==> config.mk <==
export PLATFORM = sky130hd
export DESIGN_NAME = pcm_mm_scheduler_flat
export DESIGN_NICKNAME = d
export VERILOG_FILES = /design/src/rtl/pcm_mm_scheduler_if.sv /design/src/rtl/pcm_mm_scheduler.sv /design/src/flat_wrapper.sv
export SDC_FILE = /design/constraint.sdc
export NUM_CORES = 1
export LEC_CHECK = 0
export BUFFER_PORTS_ARGS = -buffer_cell sky130_fd_sc_hd__buf_2
export CAP_MARGIN = 20
export CORE_UTILIZATION = 59
export DETAILED_ROUTE_END_ITERATION = 16
export GPL_ROUTABILITY_DRIVEN = 0
export PLACE_DENSITY_LB_ADDON = 0.1
export SLEW_MARGIN = 20
export SYNTH_ARGS = -nofsm -noshare
export SYNTH_HDL_FRONTEND = slang
export SYNTH_SLANG_ARGS = --single-unit
export TNS_END_PERCENT = 30
==> constraint.sdc <==
create_clock -name clk -period 3.1 [get_ports clk]
set_input_delay 0.155 -clock clk [delete_from_list [all_inputs] [get_ports clk]]
set_output_delay 0.155 -clock clk [all_outputs]
set_load 0.01 [all_outputs]
==> src/rtl/pcm_mm_scheduler_if.sv <==
// Request/response and PCM array bus for the PCM main-memory scheduler.
// The slave modport is the scheduler's view; master is the requester/array side.
interface pcm_mm_scheduler_if #(
    parameter int ADDR_W   = 20,
    parameter int DATA_W   = 16,
    parameter int WB_DEPTH = 4
);
    logic                        schedule;
    logic                        cpu_write;
    logic [ADDR_W-1:0]           addr;
    logic [DATA_W-1:0]           cpu_in;
    logic                        resolved;
    logic [DATA_W-1:0]           data_out;
    logic [$clog2(WB_DEPTH):0]   wb_count;
    logic                        mem_en;
    logic                        mem_we;
    logic [ADDR_W-1:0]           mem_addr;
    logic [DATA_W-1:0]           mem_wdata;
    logic [DATA_W-1:0]           mem_rdata;

    modport slave (
        input  schedule, cpu_write, addr, cpu_in, mem_rdata,
        output resolved, data_out, wb_count, mem_en, mem_we, mem_addr, mem_wdata
    );

    modport master (
        output schedule, cpu_write, addr, cpu_in, mem_rdata,
        input  resolved, data_out, wb_count, mem_en, mem_we, mem_addr, mem_wdata
    );
endinterface

==> src/rtl/pcm_mm_scheduler.sv <==
// Memory-side responder for the PCM main-memory register block: serves CPU
// requests against the PCM array through a coalescing posted-write buffer.
module pcm_mm_scheduler #(
    parameter int ADDR_W    = 20,
    parameter int DATA_W    = 16,
    parameter int READ_LAT  = 4,
    parameter int WRITE_LAT = 12,
    parameter int WB_DEPTH  = 4
) (
    input logic               clk,
    input logic               reset,
    pcm_mm_scheduler_if.slave bus
);
    localparam int PW = $clog2(WB_DEPTH);
    localparam int CW = PW + 1;
    localparam logic [4:0]    RD_LAST = 5'(READ_LAT);
    localparam logic [4:0]    WR_LAST = 5'(WRITE_LAT - 1);
    localparam logic [CW-1:0] FULL    = CW'(WB_DEPTH);

    typedef enum logic [2:0] {IDLE, RD_WAIT, DRAIN, WR_STALL, RESP, GAP} state_t;
    state_t state, next_state;

    logic [4:0]        cnt;
    logic [ADDR_W-1:0] req_addr;
    logic [DATA_W-1:0] req_data;
    logic [DATA_W-1:0] data_q;
    logic [WB_DEPTH-1:0] wb_valid;
    logic [ADDR_W-1:0] wb_addr [WB_DEPTH];
    logic [DATA_W-1:0] wb_data [WB_DEPTH];
    logic [PW-1:0]     head, tail, hit_idx;
    logic [CW-1:0]     count;
    logic              hit, full, accept, coalesce, rd_hit, rd_done, pop, push;
    logic [ADDR_W-1:0] push_addr;
    logic [DATA_W-1:0] push_data;

    // At most one valid entry can match, so the last match found is the only one.
    always_comb begin
        hit     = 1'b0;
        hit_idx = '0;
        for (int i = 0; i < WB_DEPTH; i++) begin
            if (wb_valid[i] && wb_addr[i] == bus.addr) begin
                hit     = 1'b1;
                hit_idx = PW'(i);
            end
        end
    end

    assign full      = (count == FULL);
    assign accept    = (state == IDLE) && bus.schedule;
    assign coalesce  = accept && bus.cpu_write && hit;
    assign rd_hit    = accept && !bus.cpu_write && hit;
    assign rd_done   = (state == RD_WAIT) && (cnt == RD_LAST);
    assign pop       = ((state == DRAIN) || (state == WR_STALL)) && (cnt == 5'd0);
    assign push      = (accept && bus.cpu_write && !hit && !full) ||
                       ((state == WR_STALL) && (cnt == WR_LAST));
    assign push_addr = (state == WR_STALL) ? req_addr : bus.addr;
    assign push_data = (state == WR_STALL) ? req_data : bus.cpu_in;

    always_ff @(posedge clk) begin
        if (reset) state <= IDLE;
        else       state <= next_state;
    end

    always_comb begin
        next_state = state;
        case (state)
            IDLE: begin
                if (bus.schedule) begin
                    if (bus.cpu_write) next_state = (hit || !full) ? RESP : WR_STALL;
                    else               next_state = hit ? RESP : RD_WAIT;
                end else if (count != '0) begin
                    next_state = DRAIN;
                end
            end
            RD_WAIT:  if (cnt == RD_LAST) next_state = RESP;
            DRAIN:    if (cnt == WR_LAST) next_state = IDLE;
            WR_STALL: if (cnt == WR_LAST) next_state = RESP;
            RESP:     next_state = GAP;
            GAP:      next_state = IDLE;
            default:  next_state = IDLE;
        endcase
    end

    // Drains stay in DRAIN for the whole array busy time, so IDLE always means the array is free.
    always_comb begin
        bus.resolved  = 1'b0;
        bus.mem_en    = 1'b0;
        bus.mem_we    = 1'b0;
        bus.mem_addr  = '0;
        bus.mem_wdata = '0;
        case (state)
            RD_WAIT: begin
                if (cnt == 5'd0) begin
                    bus.mem_en   = 1'b1;
                    bus.mem_addr = req_addr;
                end
            end
            DRAIN, WR_STALL: begin
                if (cnt == 5'd0) begin
                    bus.mem_en    = 1'b1;
                    bus.mem_we    = 1'b1;
                    bus.mem_addr  = wb_addr[head];
                    bus.mem_wdata = wb_data[head];
                end
            end
            RESP:    bus.resolved = 1'b1;
            default: ;
        endcase
    end

    // When a stall drain and its refill land together, the refill must win the valid bit.
    always_ff @(posedge clk) begin
        if (reset) begin
            cnt      <= '0;
            req_addr <= '0;
            req_data <= '0;
            data_q   <= '0;
            wb_valid <= '0;
            head     <= '0;
            tail     <= '0;
            count    <= '0;
        end else begin
            cnt <= (next_state != state) ? 5'd0 : cnt + 5'd1;
            if (accept) begin
                req_addr <= bus.addr;
                req_data <= bus.cpu_in;
            end
            if (rd_hit)       data_q <= wb_data[hit_idx];
            else if (rd_done) data_q <= bus.mem_rdata;
            if (coalesce) wb_data[hit_idx] <= bus.cpu_in;
            if (pop) begin
                wb_valid[head] <= 1'b0;
                head           <= head + PW'(1);
            end
            if (push) begin
                wb_valid[tail] <= 1'b1;
                wb_addr[tail]  <= push_addr;
                wb_data[tail]  <= push_data;
                tail           <= tail + PW'(1);
            end
            count <= count + CW'(push) - CW'(pop);
        end
    end

    assign bus.data_out = data_q;
    assign bus.wb_count = count;
endmodule

==> src/flat_wrapper.sv <==
// flat-port wrapper written by rule: the top's interface ports become plain ports
module pcm_mm_scheduler_flat 
#(
    parameter int ADDR_W    = 20,
    parameter int DATA_W    = 16,
    parameter int READ_LAT  = 4,
    parameter int WRITE_LAT = 12,
    parameter int WB_DEPTH  = 4
)
  (clk, reset, bus_schedule, bus_cpu_write, bus_addr, bus_cpu_in, bus_mem_rdata, bus_resolved, bus_data_out, bus_wb_count, bus_mem_en, bus_mem_we, bus_mem_addr, bus_mem_wdata);
  pcm_mm_scheduler_if #(.ADDR_W(ADDR_W), .DATA_W(DATA_W), .WB_DEPTH(WB_DEPTH)) bus_i ();
  input logic clk;
  input logic reset;
  input wire logic [$bits(bus_i.schedule)-1:0] bus_schedule;
  input wire logic [$bits(bus_i.cpu_write)-1:0] bus_cpu_write;
  input wire logic [$bits(bus_i.addr)-1:0] bus_addr;
  input wire logic [$bits(bus_i.cpu_in)-1:0] bus_cpu_in;
  input wire logic [$bits(bus_i.mem_rdata)-1:0] bus_mem_rdata;
  output wire logic [$bits(bus_i.resolved)-1:0] bus_resolved;
  output wire logic [$bits(bus_i.data_out)-1:0] bus_data_out;
  output wire logic [$bits(bus_i.wb_count)-1:0] bus_wb_count;
  output wire logic [$bits(bus_i.mem_en)-1:0] bus_mem_en;
  output wire logic [$bits(bus_i.mem_we)-1:0] bus_mem_we;
  output wire logic [$bits(bus_i.mem_addr)-1:0] bus_mem_addr;
  output wire logic [$bits(bus_i.mem_wdata)-1:0] bus_mem_wdata;
  assign bus_i.schedule = bus_schedule;
  assign bus_i.cpu_write = bus_cpu_write;
  assign bus_i.addr = bus_addr;
  assign bus_i.cpu_in = bus_cpu_in;
  assign bus_i.mem_rdata = bus_mem_rdata;
  assign bus_resolved = bus_i.resolved;
  assign bus_data_out = bus_i.data_out;
  assign bus_wb_count = bus_i.wb_count;
  assign bus_mem_en = bus_i.mem_en;
  assign bus_mem_we = bus_i.mem_we;
  assign bus_mem_addr = bus_i.mem_addr;
  assign bus_mem_wdata = bus_i.mem_wdata;
  pcm_mm_scheduler #(.ADDR_W(ADDR_W), .DATA_W(DATA_W), .READ_LAT(READ_LAT), .WRITE_LAT(WRITE_LAT), .WB_DEPTH(WB_DEPTH)) u_core (.clk(clk), .reset(reset), .bus(bus_i));
endmodule
Yosys cells after proc, flatten, opt, wreduce, memory -nomap -nowiden

Memories as Yosys holds them, arrays and structs flattened. A register that Yosys moved wholly into a read port is not among the register bits.
Cells that the tools add are included.

Add/sub/neg operators: 5
Magnitude comparators: 4
Equality and inequality tests: 12
Mux-type cells: 49
Bitwise gates (word level): 3
Reductions and logical operators: 30

Operators with widths:

| operator                                             | count |
|---|---|
| two-way mux 16 bit                                   | 6 |
| equality test 20 bit                                 | 4 |
| two-way mux 20 bit                                   | 3 |
| one-hot mux 20 bit (2 select lines)                  | 1 |
| two-way mux 3 bit                                    | 8 |
| two-way mux 1 bit                                    | 18 |
| logical AND 1 bit                                    | 16 |
| OR reduction 16 bit                                  | 1 |
| one-hot mux 3 bit (5 select lines)                   | 1 |
| two-way mux 2 bit                                    | 7 |
| two-way mux 4 bit                                    | 3 |
| equality test 3 x 2 -> 1 bit (second input constant) | 2 |
| equality test 3 bit (second input constant)          | 2 |
| < comparator 2 x 3 -> 1 bit (second input constant)  | 2 |
| adder 5 x 1 -> 5 bit (second input constant)         | 1 |
| equality test 5 x 3 -> 1 bit (second input constant) | 1 |
| equality test 5 x 4 -> 1 bit (second input constant) | 1 |
| zero test 5 bit                                      | 1 |
| adder 2 x 1 -> 2 bit (second input constant)         | 2 |
| bitwise AND 4 bit                                    | 1 |
| demux 1 bit (select 2 bit)                           | 2 |
| >= comparator 2 x 1 -> 1 bit (second input constant) | 2 |
| inverter 4 bit                                       | 1 |
| bitwise OR 4 bit                                     | 1 |
| other kinds (11)                                     | 16 |

Register bits: 71
RAM bits: 144
Bits of input ports: 56
Output and inout bits: 58
Logic and storage cells: 114
Memories kept: 2

Memories:

| memory         | words | width | rd ports | clocked after Yosys merged registers in | wr ports | line                   | text |
|---|---|---|---|---|---|---|---|
| u_core.wb_addr | 4     | 20    | 5        | 1                                       | 1        | pcm_mm_scheduler.sv:28 | `logic [ADDR_W-1:0] wb_addr [WB_DEPTH];` |
| u_core.wb_data | 4     | 16    | 2        | 1                                       | 1        | pcm_mm_scheduler.sv:29 | `logic [DATA_W-1:0] wb_data [WB_DEPTH];` |

Depth between registers and ports, before layout

Gate-level depths: netlist (run 1).
An unclocked memory read counts as a cell.

Word-level depth: 16
Depth in mapped cells: 13
Mapped depth without buffers: 11

Least setup slack after synthesis (run 1)

Ideal clock, no wire load.

Path kind: register to register
Start: mem u_core.wb_addr[1][5]
End: reg u_core.count[2], in the netlist u_core.bus.wb_count[2]
Library setup time: 0.128 ns
Data arrival time: 2.663 ns
Required time: 2.972 ns
Setup slack: 0.309 ns
Stages on the path, launching flop included: 13
Buffers on the path: 1
Period minus slack after synthesis: 2.791 ns
Cell sequence: edfxtp_1 xnor2_2 nand4_1 nor4_2 nand4_2 o2111a_4 a41o_1 buf_6 ha_1 fa_1 xnor2_1 xnor2_1 nor2_1

RTL lines:

| item                 | line                    | text |
|---|---|---|
| from (decl)          | pcm_mm_scheduler.sv:28  |  |
| to (signal assigned) | pcm_mm_scheduler.sv:141 | `count <= count + CW'(push) - CW'(pop);` |
| to (decl)            | pcm_mm_scheduler.sv:31  | `logic [CW-1:0] count;` |

==> results by group, run 1 <==
Routing
  – DRC violations left: 0
  – Initial DRC count: 760
  – WL final: ~27 mm
  – Vias/cell: 6.10
  – DR vias: roughly 7500
  – Routed Antenna Nets: 0
  – 1st-pass router iterations: 7
  – Post-DR wirelength/cell: 21.8 um

Synth
  – Synth Register Bits: 217
  – Mean Syn Cell Area: between 10 and 15 sq um
  – Post-Synth XOR/XNOR Area: 7.52%
  – Async SR Flop Fraction: 0%
  – Mux cell area share after synthesis: 11.7%
  – Number of synthesized flops with an enable pin: 144
  – Synth unique cells: 50
  – Mapped cell area: approximately 0.011 sq mm
  – Syn_nets: 920
  – Synth Area in Compound Gates: 9.34%
  – Post-synth top flop: edfxtp_1
  – YS warnings: 0
  – Largest family of logic cells by synthesized area: multiplexers
  – Post-Synthesis Cells: 851
  – Post-Synth Adder-Cell Area: ~1.6%
  – Post-synthesis sequential area ratio: 54.9%
  – Synth Area in Simple Gates: 11.0%

Place
  – # port buffers: 113
  – DP Area: 0.0112 sq mm
  – HPWL after detailed placement: ~17 mm

Finish
  – FILL cells: between 1000 and 1500
  – Final net count: about 1100
  – Commonest non-fill, non-tap cell in the layout: edfxtp_1
  – Antenna fix cells: 0
  – Fin area: 0.0125 sq mm
  – Most frequent cells in the layout: edfxtp_1, buf_2, nand2_1, dfxtp_1, xnor2_1
  – Layout cell share with drive strength beyond 1: 26.6%
  – P&R area growth vs syn: 18.3%

Die
  – Placeable Area: between 0.015 and 0.02 sq mm
  – Cell row count: 48
  – Top Ports: ~110
  – Initial Util: 60.7%
  – Die area: ~0.018 sq mm
  – Die Y-Extent: approximately 140 um
  – Die Span X: 136 um

Timing
  – Worst Max-Slew Pin Slew: 0.724 ns
  – RSZ-0062 raised after global routing: false
  – Slew headroom: between 50 and 60%
  – Setup Skew: 0.00817 ns
  – Max Clock Freq: approximately 0.34 GHz
  – Fin crit share: 95.3%
  – Final Slew Violations: 0
  – Hold Vio Cnt, Final: 0
  – Setup violators final: 0
  – Total negative slack: 0 ns
  – Fin crit period: 2.95 ns

Worst setup path
  – Most frequent CP cell: xnor2_1
  – CP Data Arrival Time: 3.32 ns
  – Startpoint Class: flip-flop
  – R2R Setup Slk: 0.15 ns
  – Critical-path cell list: xnor2_1 -> nand3_1 -> nor4_2 -> nand4_1 -> o2111a_4 -> a41o_1 -> ha_1 -> fa_1 -> xnor2_1 -> xnor2_1 -> nor2_1
  – Worst-path fanout max: 7
  – Crit. End Element: flip-flop
  – Crit Reg-Reg Startpoint: u_core.wb_addr[2][1]$_DFFE_PP_
  – Slowest CP cell: fa_1
  – Capturing point of the worst reg2reg path: u_core.bus.wb_count[2]$_SDFF_PP0_
  – Kind of critical path: flip-flop to flip-flop
  – Cells on worst reg2reg path: 11
  – Crit-path max cell delay: 0.41 ns
  – Critical Path RT: 3.47 ns

Hold path
  – HP Class: input pin to flip-flop
  – Hold path depth: 4
  – Hold Startpoint: bus_mem_rdata[10]
  – Worst hold path endpoint: u_core.bus.data_out[10]$_SDFFE_PP0P_

CTS
  – Clk_lat worst skew: just over 0.5 ns
  – H-tree Lvls: 1
  – Clock Root Buffer: clkbuf_16
  – Worst-path clk slew: 0.06 ns
  – CTS tree: done
  – Setup bufs post-CTS: 0
  – Sink Count: between 200 and 250
  – CTS max path bufs: 3
  – CTS buffer count: 23

Power and ir drop
  – PD cells: 629 mW/mm^2
  – Leak: 0.00466 uW
  – Worst VDD drop: 0.450 mV

Global route
  – Global Route Usage Sum: 29.4%
  – Vias in the first global route: around 7400
  – GRT overflow: 0
  – First-pass GRT wire length: 40.5 mm
  – Initial antenna violation count: 0
  – Largest net degree at the start of global routing: 60

Job
  – Max Cap Viol: 0

Outcome
  – Status: completed
==> cell families after synthesis <==
| logic type | count (synthesis) |
|---|---|
| compound gates | 140 |
| xor+xnor | 87 |
| fa+ha+maj | 13 |
| buf+inv | 83 |
| flops | 217 |
| mux | 74 |
| simple gates | 237 |
==> stage by stage <==
step | setup slack (ns) | hold slack, ns | utilization, % | std cells | total power, uW
after detailed placement | 0.108 | 0.414 | 64.6 | 1141 | 5040
after global placement | 0.188 | 0.405 | 64.6 | 1141 | 4990
final | 0.145 | 0.0101 | 71.8 | 1230 | 7830
after CTS | 0.0772 | 0.0107 | 71.7 | 1230 | 7850
after floorplan | 0.309 | 0.265 | - | 851 | 4540
after global routing | 0.0160 | 0.0276 | 71.8 | 1230 | 8130
==> timing repair <==
item                                    in CTS  in global routing
endpoints found under the setup margin       0                 20
resized for setup                            0                  2
endpoints found under the hold margin       47                  0
hold buffers                                48                  0
==> layout make-up <==
class                   count  area (sq um)  share of cell area (%)
well taps                 225           282                    2.26
flip-flops and latches    217          5790                    46.5
clock inverters            12           158                    1.27
repair buffers            183          1220                    9.82
clock buffers              29           598                    4.80
inverters                  13          48.8                   0.392
multi-input cells         551          4360                    35.0
==> worst max-delay path: cells and delay by family, from the launching register on <==
kind	cells	cell delay, ns
and+or+nand+nor	4	0.70
xor gates and xnor gates	3	0.59
DFF	1	0.39
adders and majority gates	2	0.61
AOI/OAI and AO/OA	2	0.51
==> cells in the mapped netlist, drive strengths merged (19+ instances only) <==
cell,number,share of area [%]
xnor2,54,4.8
clkbuf,38,1.4
o22ai,19,1.1
buf,32,2.0
mux4,36,7.7
a21oi,39,1.9
and2,33,2.0
edfxtp,144,41
nand2,101,3.6
o21ai,19,0.90
dfxtp,73,14
xor2,33,2.7
a22o,20,1.7
mux2,36,3.8
nor2,42,1.5
==> worst max-delay path by stage <==
stage | from | endpoint | slack, ns | cells after the start
2_1_floorplan | u_core.wb_addr[1][5]$_DFFE_PP_ | u_core.bus.wb_count[2]$_SDFF_PP0_ | 0.31 | 12
3_3_place_gp | u_core.wb_addr[2][13]$_DFFE_PP_ | u_core.bus.wb_count[2]$_SDFF_PP0_ | 0.19 | 11
3_5_place_dp | u_core.wb_addr[2][1]$_DFFE_PP_ | u_core.bus.wb_count[2]$_SDFF_PP0_ | 0.11 | 11
4_1_cts | u_core.wb_addr[2][1]$_DFFE_PP_ | u_core.bus.wb_count[2]$_SDFF_PP0_ | 0.08 | 11
5_1_grt | u_core.wb_addr[2][1]$_DFFE_PP_ | u_core.bus.wb_count[2]$_SDFF_PP0_ | 0.02 | 11
6_report | u_core.wb_addr[2][1]$_DFFE_PP_ | u_core.bus.wb_count[2]$_SDFF_PP0_ | 0.15 | 11
==> per-layer routing <==
| metal | vias up | GRT usage [%] | share of wire [%] |
|---|---|---|---|
| met1 | 3720 | 42.4 | 44 |
| li1 | 3392 | - | - |
| met2 | 354 | 46.2 | 47 |
| met4 | 0 | 8.49 | 1.4 |
| met3 | 37 | 4.41 | 8.0 |
| met5 | - | 0 | 0 |
==> state kept, by name, summed over array words and instances, names as in the netlist, named ones only <==
register / cells
u_core.wb_addr: 80
u_core.cnt: 5
u_core.req_addr: 20
u_core.bus.data_out: 16
u_core.state: 3
u_core.req_data: 16
u_core.wb_valid: 4
u_core.head: 2
u_core.tail: 2
u_core.bus.wb_count: 3
u_core.wb_data: 64
==> power by group <==
part / switching (uW) / total [uW] / internal (uW)
sequential: 156 / 3440 / 3280
combinational: 896 / 1610 / 715
clock: 1090 / 2780 / 1690
total: 2140 / 7830 / 5690
No activity file was read; power rests on OpenSTA's default activity.
==> run 2, diff against run 1 <==
--- a/config.mk
+++ b/config.mk
@@ -7,7 +7,9 @@
 export LEC_CHECK = 0
 export BUFFER_PORTS_ARGS = -buffer_cell sky130_fd_sc_hd__buf_2
 export CAP_MARGIN = 20
-export CORE_UTILIZATION = 59
+export CORE_ASPECT_RATIO = 1.5
+export CORE_UTILIZATION = 61
+export CTS_BUF_LIST = sky130_fd_sc_hd__clkbuf_4 sky130_fd_sc_hd__clkbuf_8
 export DETAILED_ROUTE_END_ITERATION = 16
 export GPL_ROUTABILITY_DRIVEN = 0
 export PLACE_DENSITY_LB_ADDON = 0.1
==> results by group, run 2 (synthesis gave the netlist of run 1 again) <==
Outcome
  – Status: completed

Power and ir drop
  – Worst VDD drop: between 0.5 and 0.6 mV
  – PD cells: 603 mW/mm^2
  – Comb pwr share: 21.4%
  – Seq pwr share: a little under half
  – Sw power: 2170 uW
  – Internal power: 5310 uW
  – Leak: 0.00468 uW
  – Switching power share of the total: between 20% and 30%
  – Clock Power Share: 32.2%

Global route
  – Vias in the first global route: 7715
  – Global Route Usage Sum: between 30% and 40%
  – Largest net degree at the start of global routing: slightly above 60
  – First-pass GRT wire length: around 41 mm
  – Initial antenna violation count: 0
  – GRT overflow: 0

Job
  – Max Cap Viol: 0

Routing
  – Metal-1 WL: between 9 and 10 mm
  – 1st-pass router iterations: 5
  – Routed Antenna Nets: 0
  – DR vias: 7399
  – Post-DR wirelength/cell: 21.8 um
  – DRC violations left: 0
  – Met3 WL post-DR: 1.49 mm
  – Initial DRC count: 408
  – WL final: between 20 and 30 mm
  – Vias/cell: 6.00
  – WL met2: 15.1 mm
  – Top sig layer: met4

Worst setup path
  – Startpoint Class: flip-flop
  – Capturing point of the worst reg2reg path: u_core.bus.wb_count[2]$_SDFF_PP0_
  – Crit Reg-Reg Startpoint: u_core.wb_addr[3][7]$_DFFE_PP_
  – R2R Setup Slk: 0.18 ns
  – Critical Path RT: 3.44 ns
  – Cells on worst reg2reg path: 11
  – Crit. End Element: flip-flop
  – Worst-path fanout max: 7
  – CP Data Arrival Time: approximately 3.3 ns
  – Kind of critical path: flip-flop to flip-flop

Timing
  – RSZ-0062 raised after global routing: false
  – Hold Vio Cnt, Final: 0
  – Worst Max-Slew Pin Slew: 0.815 ns
  – Fin crit share: 94.3%
  – Slew headroom: 45.6%
  – Setup Skew: 0.0258 ns
  – Total negative slack: 0 ns
  – Final Slew Violations: 0
  – Fin crit period: 2.92 ns
  – Max Clock Freq: around 0.34 GHz
  – Fin worst setup slack: 0.175 ns
  – Setup violators final: 0

Die
  – Initial Util: 62.6%
  – Cell row count: 58
  – Placeable Area: between 0.015 and 0.02 sq mm
  – Top Ports: 114
  – Die Span X: 109 um
  – Die Y-Extent: about 160 um
  – Die area: 0.0178 sq mm

Finish
  – Most flops, register: u_core.wb_addr
  – Largest regs: u_core.wb_addr x80, u_core.wb_data x64, u_core.req_addr x20
  – Final Util: 73.7%
  – Final net count: 1067
  – Most frequent cells in the layout: edfxtp_1, buf_2, nand2_1, dfxtp_1
  – Fin area: 0.0124 sq mm
  – Largest register FFs: 80
  – P&R area growth vs syn: 17.8%
  – Antenna fix cells: 0
  – Final Non-Filler Cells: 1234
  – Layout cell share with drive strength beyond 1: 29.7%
  – FILL cells: between 1000 and 1500
  – Multi-input logic area: 0.00443 sq mm
  – Register area: ~0.0058 sq mm
  – Commonest non-fill, non-tap cell in the layout: edfxtp_1

Hold path
  – Hold path depth: 4
  – HP Class: input pin to flip-flop
  – Worst hold path endpoint: u_core.bus.data_out[11]$_SDFFE_PP0P_
  – Hold Startpoint: bus_mem_rdata[11]

CTS
  – Sink Count: 217
  – Clk_lat worst skew: 0.51 ns
  – Clock Root Buffer: clkbuf_8
  – H-tree Lvls: 2
  – Worst-path clk slew: 0.06 ns
  – CTS tree: done
  – CTS buffer count: 34
  – CTS max path bufs: 3

Place
  – HPWL after detailed placement: 17.5 mm
  – DP Area: between 0.01 and 0.015 sq mm
  – Dpl ws: 0.0646 ns
  – Inst Count DP: 1127
  – # port buffers: 113
==> run 2: cell types whose count changed in the layout (fill, tap and decap cells not counted), moves of 4 or more <==
cell           delta
clkbuf_8         +42
xnor2_1           -6
clkbuf_1          -6
clkbuf_4          +8
xnor2_2           +6
bufinv_16         -4
clkbuf_16        -23
nor4_1            -4
dlygate4sd3_1     -4
nor4_2            +4
==> run 2: worst max path at each step <==
stage / start / end / slack (ns) / cells past startpoint
after CTS: u_core.wb_addr[3][14]$_DFFE_PP_ / u_core.bus.wb_count[2]$_SDFF_PP0_ / 0.05 / 11
after global routing: u_core.wb_addr[2][8]$_DFFE_PP_ / u_core.bus.wb_count[2]$_SDFF_PP0_ / 0.04 / 11
after detailed placement: u_core.wb_addr[3][14]$_DFFE_PP_ / u_core.bus.wb_count[2]$_SDFF_PP0_ / 0.06 / 11
after floorplan: u_core.wb_addr[1][5]$_DFFE_PP_ / u_core.bus.wb_count[2]$_SDFF_PP0_ / 0.31 / 12
final: u_core.wb_addr[3][7]$_DFFE_PP_ / u_core.bus.wb_count[2]$_SDFF_PP0_ / 0.18 / 11
after global placement: u_core.wb_addr[3][14]$_DFFE_PP_ / u_core.bus.wb_count[2]$_SDFF_PP0_ / 0.16 / 11
==> run 2: worst max-delay path: stages (launching register included) <==
cell      delay, ns
edfxtp_1       0.41
xnor2_1        0.23
nand4_1        0.27
nor4_2         0.22
nand4_1        0.19
o2111a_4       0.25
a41o_1         0.27
ha_1           0.21
fa_2           0.38
xnor2_2        0.14
xnor2_1        0.13
nor2_1         0.06
==> run 2: final cells by class <==
cell class	count	area share, %
Inverter	13	0.393
Multi-Input combinational cell	551	35.7
Timing Repair Buffer	181	9.56
Clock buffer	50	5.14
Sequential cell	217	46.7
Tap cell	210	2.12
Clock inverter	12	0.414
==> run 2: layer usage <==
metal,vias to the layer above,track usage [%]
li1,3406,-
met1,3639,33.2
met2,293,58.6
met3,61,3.96
met4,0,14.1
met5,-,0
==> run 2: power groups by stage <==
stage / combinational, uW / sequential (uW) / clock, uW
after floorplan: 1100 / 3440 / 0
after global placement: 1480 / 3510 / 0
after detailed placement: 1520 / 3530 / 0
after CTS: 1570 / 3470 / 2440
after global routing: 1720 / 3490 / 2560
final: 1600 / 3470 / 2410
==> run 2: what timing repair did <==
| action | 4_1_cts | 5_1_grt |
|---|---|---|
| hold buffers | 44 | 0 |
| buffers inserted | 0 | 1 |
| gates resized for setup | 0 | 12 |
| hold endpoints to repair | 44 | 0 |
| setup endpoints to repair | 0 | 1 |
==> run 2: through the flow <==
stage / hold WS [ns] / power [uW]
2_1_floorplan: 0.265 / 4540
3_3_place_gp: 0.407 / 4990
3_5_place_dp: 0.413 / 5050
4_1_cts: 0.00924 / 7480
5_1_grt: 0.0319 / 7780
6_report: 0.0121 / 7480
